$ cat config.mk
export PLATFORM = sky130hd
export DESIGN_NAME = uart_rx_cfg
export DESIGN_NICKNAME = d
export VERILOG_FILES = /design/src/rtl/uart_rx_cfg.sv
export SDC_FILE = /design/constraint.sdc
export NUM_CORES = 1
export LEC_CHECK = 0
export ABC_AREA = 1
export CAP_MARGIN = 20
export CORE_MARGIN = 3
export CORE_UTILIZATION = 46
export DETAILED_ROUTE_END_ITERATION = 12
export PLACE_DENSITY = 0.66
export SLEW_MARGIN = 30
export SYNTH_ARGS = -nofsm -noshare
export SYNTH_HDL_FRONTEND = slang
export SYNTH_SLANG_ARGS = --single-unit
export TNS_END_PERCENT = 20
$ cat constraint.sdc
create_clock -name Clk -period 2.5 [get_ports Clk]
set_input_delay 0.625 -clock Clk [delete_from_list [all_inputs] [get_ports Clk]]
set_output_delay 0.625 -clock Clk [all_outputs]
set_load 0.05 [all_outputs]
$ cat src/rtl/uart_rx_cfg.sv
// UART receiver with run-time frame format, majority sampling and
// valid/ready output holding one word plus its error flags.
module uart_rx_cfg #(
    parameter int MAX_BITS    = 9,
    parameter int OVERSAMPLE  = 16,
    parameter int SYNC_STAGES = 2
) (
    input  logic                Clk,
    input  logic                Rst_n,
    input  logic                Tick,
    input  logic                Rx,
    input  logic                RxEn,
    input  logic [3:0]          NBits,
    input  logic [1:0]          Parity,
    input  logic                StopBits,
    output logic [MAX_BITS-1:0] RxData,
    output logic                RxValid,
    input  logic                RxReady,
    output logic                ParityErr,
    output logic                FrameErr,
    output logic                BreakDet,
    output logic                Overrun,
    output logic                Busy
);

    localparam int CW = $clog2(OVERSAMPLE);
    localparam logic [CW-1:0] HALF = CW'(OVERSAMPLE / 2 - 1);
    localparam logic [CW-1:0] FULL = CW'(OVERSAMPLE - 1);
    localparam logic [3:0] MAXB = 4'(MAX_BITS);

    typedef enum logic [2:0] {
        S_IDLE,
        S_START,
        S_DATA,
        S_PARITY,
        S_STOP,
        S_WAIT_HIGH
    } state_t;

    logic [SYNC_STAGES-1:0] sync_q;
    logic [2:0]             hist_q;
    logic                   rx_s;
    logic                   maj;

    state_t                state_q, state_d;
    logic [CW-1:0]         cnt_q, cnt_d;
    logic [3:0]            bit_q, bit_d;
    logic [3:0]            nbits_q, nbits_d;
    logic [1:0]            par_q, par_d;
    logic                  stop2_q, stop2_d;
    logic                  stopn_q, stopn_d;
    logic [MAX_BITS-1:0]   shreg_q, shreg_d;
    logic                  xor_q, xor_d;
    logic                  perr_q, perr_d;
    logic                  ferr_q, ferr_d;
    logic                  brk_q, brk_d;
    logic                  done_q, done_d;

    logic [MAX_BITS-1:0]   data_q;
    logic                  valid_q;
    logic                  perr_out_q;
    logic                  ferr_out_q;
    logic                  brk_out_q;
    logic                  ovr_q;

    logic [3:0]            nbits_eff;
    logic [3:0]            shamt;
    logic                  par_en;

    assign rx_s = sync_q[SYNC_STAGES-1];
    assign maj  = (hist_q[0] & hist_q[1]) |
                  (hist_q[0] & hist_q[2]) |
                  (hist_q[1] & hist_q[2]);

    assign nbits_eff = (NBits >= 4'd5 && NBits <= MAXB) ? NBits : MAXB;
    assign shamt     = MAXB - nbits_q;
    assign par_en    = par_q[0] ^ par_q[1];

    // Synchroniser and history reset high so the line reads idle.
    always_ff @(posedge Clk or negedge Rst_n) begin
        if (!Rst_n) begin
            sync_q <= '1;
            hist_q <= 3'b111;
        end else begin
            sync_q[0] <= Rx;
            for (int i = 1; i < SYNC_STAGES; i++) begin
                sync_q[i] <= sync_q[i-1];
            end
            if (Tick) begin
                hist_q <= {hist_q[1:0], rx_s};
            end
        end
    end

    always_ff @(posedge Clk or negedge Rst_n) begin
        if (!Rst_n) begin
            state_q <= S_IDLE;
            cnt_q   <= '0;
            bit_q   <= '0;
            nbits_q <= '0;
            par_q   <= '0;
            stop2_q <= 1'b0;
            stopn_q <= 1'b0;
            shreg_q <= '0;
            xor_q   <= 1'b0;
            perr_q  <= 1'b0;
            ferr_q  <= 1'b0;
            brk_q   <= 1'b0;
            done_q  <= 1'b0;
        end else begin
            state_q <= state_d;
            cnt_q   <= cnt_d;
            bit_q   <= bit_d;
            nbits_q <= nbits_d;
            par_q   <= par_d;
            stop2_q <= stop2_d;
            stopn_q <= stopn_d;
            shreg_q <= shreg_d;
            xor_q   <= xor_d;
            perr_q  <= perr_d;
            ferr_q  <= ferr_d;
            brk_q   <= brk_d;
            done_q  <= done_d;
        end
    end

    always_comb begin
        state_d = state_q;
        cnt_d   = cnt_q;
        bit_d   = bit_q;
        nbits_d = nbits_q;
        par_d   = par_q;
        stop2_d = stop2_q;
        stopn_d = stopn_q;
        shreg_d = shreg_q;
        xor_d   = xor_q;
        perr_d  = perr_q;
        ferr_d  = ferr_q;
        brk_d   = brk_q;
        done_d  = 1'b0;

        if (state_q != S_IDLE && !RxEn) begin
            state_d = S_IDLE;
            cnt_d   = '0;
        end else if (Tick) begin
            unique case (state_q)
                S_IDLE: begin
                    if (RxEn && !rx_s) begin
                        state_d = S_START;
                        cnt_d   = '0;
                        nbits_d = nbits_eff;
                        par_d   = Parity;
                        stop2_d = StopBits;
                    end
                end
                S_START: begin
                    if (cnt_q == HALF) begin
                        cnt_d = '0;
                        if (!maj) begin
                            state_d = S_DATA;
                            bit_d   = '0;
                            shreg_d = '0;
                            xor_d   = 1'b0;
                            perr_d  = 1'b0;
                            ferr_d  = 1'b0;
                            brk_d   = 1'b1;
                            stopn_d = 1'b0;
                        end else begin
                            state_d = S_IDLE;
                        end
                    end else begin
                        cnt_d = cnt_q + CW'(1);
                    end
                end
                S_DATA: begin
                    if (cnt_q == FULL) begin
                        cnt_d   = '0;
                        shreg_d = {maj, shreg_q[MAX_BITS-1:1]};
                        xor_d   = xor_q ^ maj;
                        brk_d   = brk_q & ~maj;
                        bit_d   = bit_q + 4'd1;
                        if (bit_q == nbits_q - 4'd1) begin
                            state_d = par_en ? S_PARITY : S_STOP;
                        end
                    end else begin
                        cnt_d = cnt_q + CW'(1);
                    end
                end
                S_PARITY: begin
                    if (cnt_q == FULL) begin
                        cnt_d   = '0;
                        perr_d  = xor_q ^ maj ^ par_q[1];
                        brk_d   = brk_q & ~maj;
                        state_d = S_STOP;
                    end else begin
                        cnt_d = cnt_q + CW'(1);
                    end
                end
                S_STOP: begin
                    if (cnt_q == FULL) begin
                        cnt_d  = '0;
                        ferr_d = ferr_q | ~maj;
                        if (!stopn_q) begin
                            brk_d = brk_q & ~maj;
                        end
                        if (stop2_q && !stopn_q) begin
                            stopn_d = 1'b1;
                        end else begin
                            // Frame ends at mid-stop; word is LSB-justified.
                            done_d  = 1'b1;
                            shreg_d = shreg_q >> shamt;
                            state_d = (ferr_q | ~maj) ? S_WAIT_HIGH
                                                      : S_IDLE;
                        end
                    end else begin
                        cnt_d = cnt_q + CW'(1);
                    end
                end
                S_WAIT_HIGH: begin
                    if (rx_s) begin
                        state_d = S_IDLE;
                    end
                end
                default: state_d = S_IDLE;
            endcase
        end
    end

    // A load on the accept edge wins over clearing RxValid.
    always_ff @(posedge Clk or negedge Rst_n) begin
        if (!Rst_n) begin
            data_q     <= '0;
            valid_q    <= 1'b0;
            perr_out_q <= 1'b0;
            ferr_out_q <= 1'b0;
            brk_out_q  <= 1'b0;
            ovr_q      <= 1'b0;
        end else begin
            ovr_q <= 1'b0;
            if (done_q) begin
                if (!valid_q || RxReady) begin
                    data_q     <= shreg_q;
                    perr_out_q <= perr_q;
                    ferr_out_q <= ferr_q;
                    brk_out_q  <= brk_q;
                    valid_q    <= 1'b1;
                end else begin
                    ovr_q <= 1'b1;
                end
            end else if (valid_q && RxReady) begin
                valid_q <= 1'b0;
            end
        end
    end

    assign RxData    = data_q;
    assign RxValid   = valid_q;
    assign ParityErr = perr_out_q;
    assign FrameErr  = ferr_out_q;
    assign BreakDet  = brk_out_q;
    assign Overrun   = ovr_q;
    assign Busy      = (state_q != S_IDLE);

endmodule

==> key figures <==
Outcome
  – Result of the run: complete, no violations

Critical path
  – Worst R2R Start: nbits_q[1]
  – R2R Setup Slk: approximately 0.44 ns
  – Worst EP arrival: about 1.5 ns
  – Slowest CP cell: clkdlybuf4s50_1
  – CP max stage delay: 0.80 ns
  – WP data required: approximately 1.9 ns
  – CP bufs+invs: 1
  – CP Capture Type: output pin
  – CP delay by family, top: buffers and inverters
  – Cell-by-cell trace of the critical path: clkdlybuf4s50_1
  – Worst setup SP type: flip-flop
  – Setup crit start: BreakDet
  – Crit Path Class: reg -> out
  – CP max FO: 2

Synthesis
  – Register area share after synthesis: around 44%
  – Asr flop ratio synth: 100%
  – Area contributors post-synth: dfrtp_1 (39%), nand2_1 (18%), inv_1 (5.9%), o21ai_0 (5.5%), dfstp_2 (4.4%)
  – Synth top area share: between 30% and 40%
  – Post-synth EDFFs: 0
  – Warnings from Yosys: 0
  – Post-synthesis cell area: ~3000 um^2
  – Syn_nets: 426
  – Syn Inst Count: around 400
  – Top_reg_cell synth: dfrtp_1
  – Top cell type by total area after synthesis: dfrtp_1
  – Syn Area/Cell: 7.37 um^2
  – #FFs+latches synth: between 50 and 60
  – Synth cell types: 40

Power and ir drop
  – Clk network pwr share: roughly 17%
  – Sw Pwr: about 1.3 mW
  – Sw frac: 44.4%
  – Tot Pwr: between 2 and 3 mW
  – P_int: approximately 1.7 mW
  – Static Leakage: between 1.5 and 2 nW
  – Pwr Density: 871 nW/um^2
  – Peak supply drop: 340 uV
  – Sequential power share: roughly two fifths
  – Gate power share: between 40% and 50%

Timing
  – Post-layout min period: approximately 2.1 ns
  – Final max-slew violation count: 0
  – RSZ-0062 raised after global routing: false
  – Final setup violation count: 0
  – Crit share post-route: roughly 84%
  – Max Fclk: 0.475 GHz
  – Setup_tns: 0 ns
  – Hold Fails Final Rpt: 0
  – Least-Margin Pin Slew: between 0.4 and 0.5 ns
  – Max-Slew Margin vs Limit: 66.8%
  – Clock skew: 0.00315 ns

Run
  – MaxCap Viol Count: 0

Floorplanning
  – Die span in y: 86.8 um
  – Die area: 7540 um^2
  – Starting Density: between 40% and 50%
  – Top-Level Pins: 28
  – Cell row count: 28
  – Core area: 6130 um^2
  – Die W: 86.8 um

GRT
  – First-pass GRT wire length: between 10000 and 15000 um
  – Initial antenna violation count: 0
  – Grt ovf: 0
  – Global Route Usage Sum: between 15 and 20%
  – Vias in the first global route: 2374
  – Largest net degree at the start of global routing: 23

CTS
  – Post-CTS resize count: 0
  – Deepest clock path buffer count: 2
  – Clk slew on worst S/H paths: 0.10 ns
  – Clk sink count: 52
  – Num CTS Buffers: 5
  – Htree depth: 2
  – # hold bufs at CTS: 0
  – CTS tree: built
  – Post-CTS setup buffer count: 0
  – Worst-skew pair later-pin latency: between 0.3 and 0.4 ns
  – Root buf cell: clkbuf_8

Cells and area
  – Antenna cells: 0
  – Multi-input logic area: approximately 1400 um^2
  – Final #Nets: approximately 460
  – Area Growth Syn to Fin: 14.5%
  – Sequential cell area: roughly 1300 um^2
  – Final core occ: a little under three fifths
  – Layout fillers: between 500 and 600
  – Share of post-route cells with drive strength above 1: 11.0%

Route
  – Drt total wl: 6090 um
  – Drt first-iter violations: 147
  – Drt wl/cell: between 10 and 15 um
  – Via count: 2571
  – DRC: 0
  – Post-route ant nets: 0
  – Via density: around 5.0
  – DR pass1 iterations: 4

Place
  – Input/output buffers: 27
  – Routability cong.: 0.862
  – Detailed Place HPWL: roughly 4700 um

Hold path
  – Worst Hold Class: in -> async
[power groups by stage]
stage	registers, mW	logic [mW]	clock network [mW]
after floorplan	1.11	1.10	0
after global placement	1.16	1.32	0
after detailed placement	1.16	1.34	0
after CTS	1.15	1.35	0.531
after global routing	1.17	1.55	0.555
final	1.14	1.34	0.513
[per-stage QoR]
step	area, um^2	setup WS, ns	cells	hold WS, ns
floorplan	3010	0.613	408	0.329
global placement	3350	0.290	505	0.346
detailed placement	3350	0.218	505	0.347
CTS	3440	0.376	513	0.245
global route	3440	0.204	513	0.264
finish	3440	0.393	513	0.233
[routing by layer]
layer  part of all wire, %  track usage, %  vias to the layer above
met1                    50            25.4                     1155
li1                      -               -                     1365
met3                   4.5            2.85                        6
met5                     0               0                        -
met4                   1.3            5.67                        0
met2                    44            28.0                       45
[state kept, by name, indices dropped and copies added (netlist names)]
register   cells
BreakDet       1
FrameErr       1
Overrun        1
ParityErr      1
RxData         9
RxValid        1
bit_q          4
brk_q          1
cnt_q          4
done_q         1
ferr_q         1
hist_q         3
nbits_q        4
par_q          2
perr_q         1
shreg_q        9
state_q        3
stop2_q        1
stopn_q        1
sync_q         2
xor_q          1
[cells by family (layout without fill, tap and decap cells)]
family	Yosys count	in the layout	synth area share [%]
AO/OA/AOI/OAI	66	66	12.3
XOR/XNOR	2	2	0.583
adder cells (fa/ha/maj)	5	5	2.08
buffers and inverters	61	91	8.37
flip-flops	52	52	43.5
multiplexers	4	4	1.50
AND/OR/NAND/NOR	218	218	31.6
[area by class of cell]
type                       instances  area share (%)
sequential                        52            38.0
multi-input combinational        295            42.0
tap                               75            2.73
clock buffer                       5            2.00
inverter                          50            5.53
timing repair buffer              33            8.95
clock inverter                     3           0.764
[synth_stat cells (all sizes together), types with 6 or more instances]
library cell	count
nand2	149
buf	6
o211ai	6
nor2	23
inv	50
o21ai	42
nor3	7
a21oi	10
nand3	26
dfrtp	47
[worst paths after layout]
check                        endpoint  depth (start not counted)
min                         RxData[3]                          1
min reg2reg                 sync_q[1]                          0
max reg2reg                state_q[0]                         14
max in group asynchronous   sync_q[1]                          2
max                          BreakDet                          1
min in group Clk            sync_q[1]                          0
[worst reg2reg max path: cells and delay by family, from the launching register on]
family                     cells  cell delay (ns)
buffers and inverters          2             0.38
adders and majority gates      1             0.33
DFF                            1             0.46
and+or+nand+nor               11             0.80
[cells in the final DEF, fill, tap and decap left out, types with 2 or more instances in the layout]
master	instances
nor3_1	6
inv_6	2
nand2_2	7
inv_2	2
clkbuf_8	5
ha_1	5
nor2_1	19
clkdlybuf4s50_1	25
nor2_2	2
o21ai_2	2
nand4_1	2
a22oi_1	2
o21ai_1	7
nand3_1	25
o21ai_0	33
nand2_1	141
o22ai_1	2
dfrtp_1	47
nor2_4	2
nand3b_1	2
buf_4	7
dfstp_2	5
or2_2	4
inv_1	47
o211ai_1	6
mux2_2	4
xnor2_1	2
a21oi_1	10
Note: power is estimated with default switching activity, not from simulation.
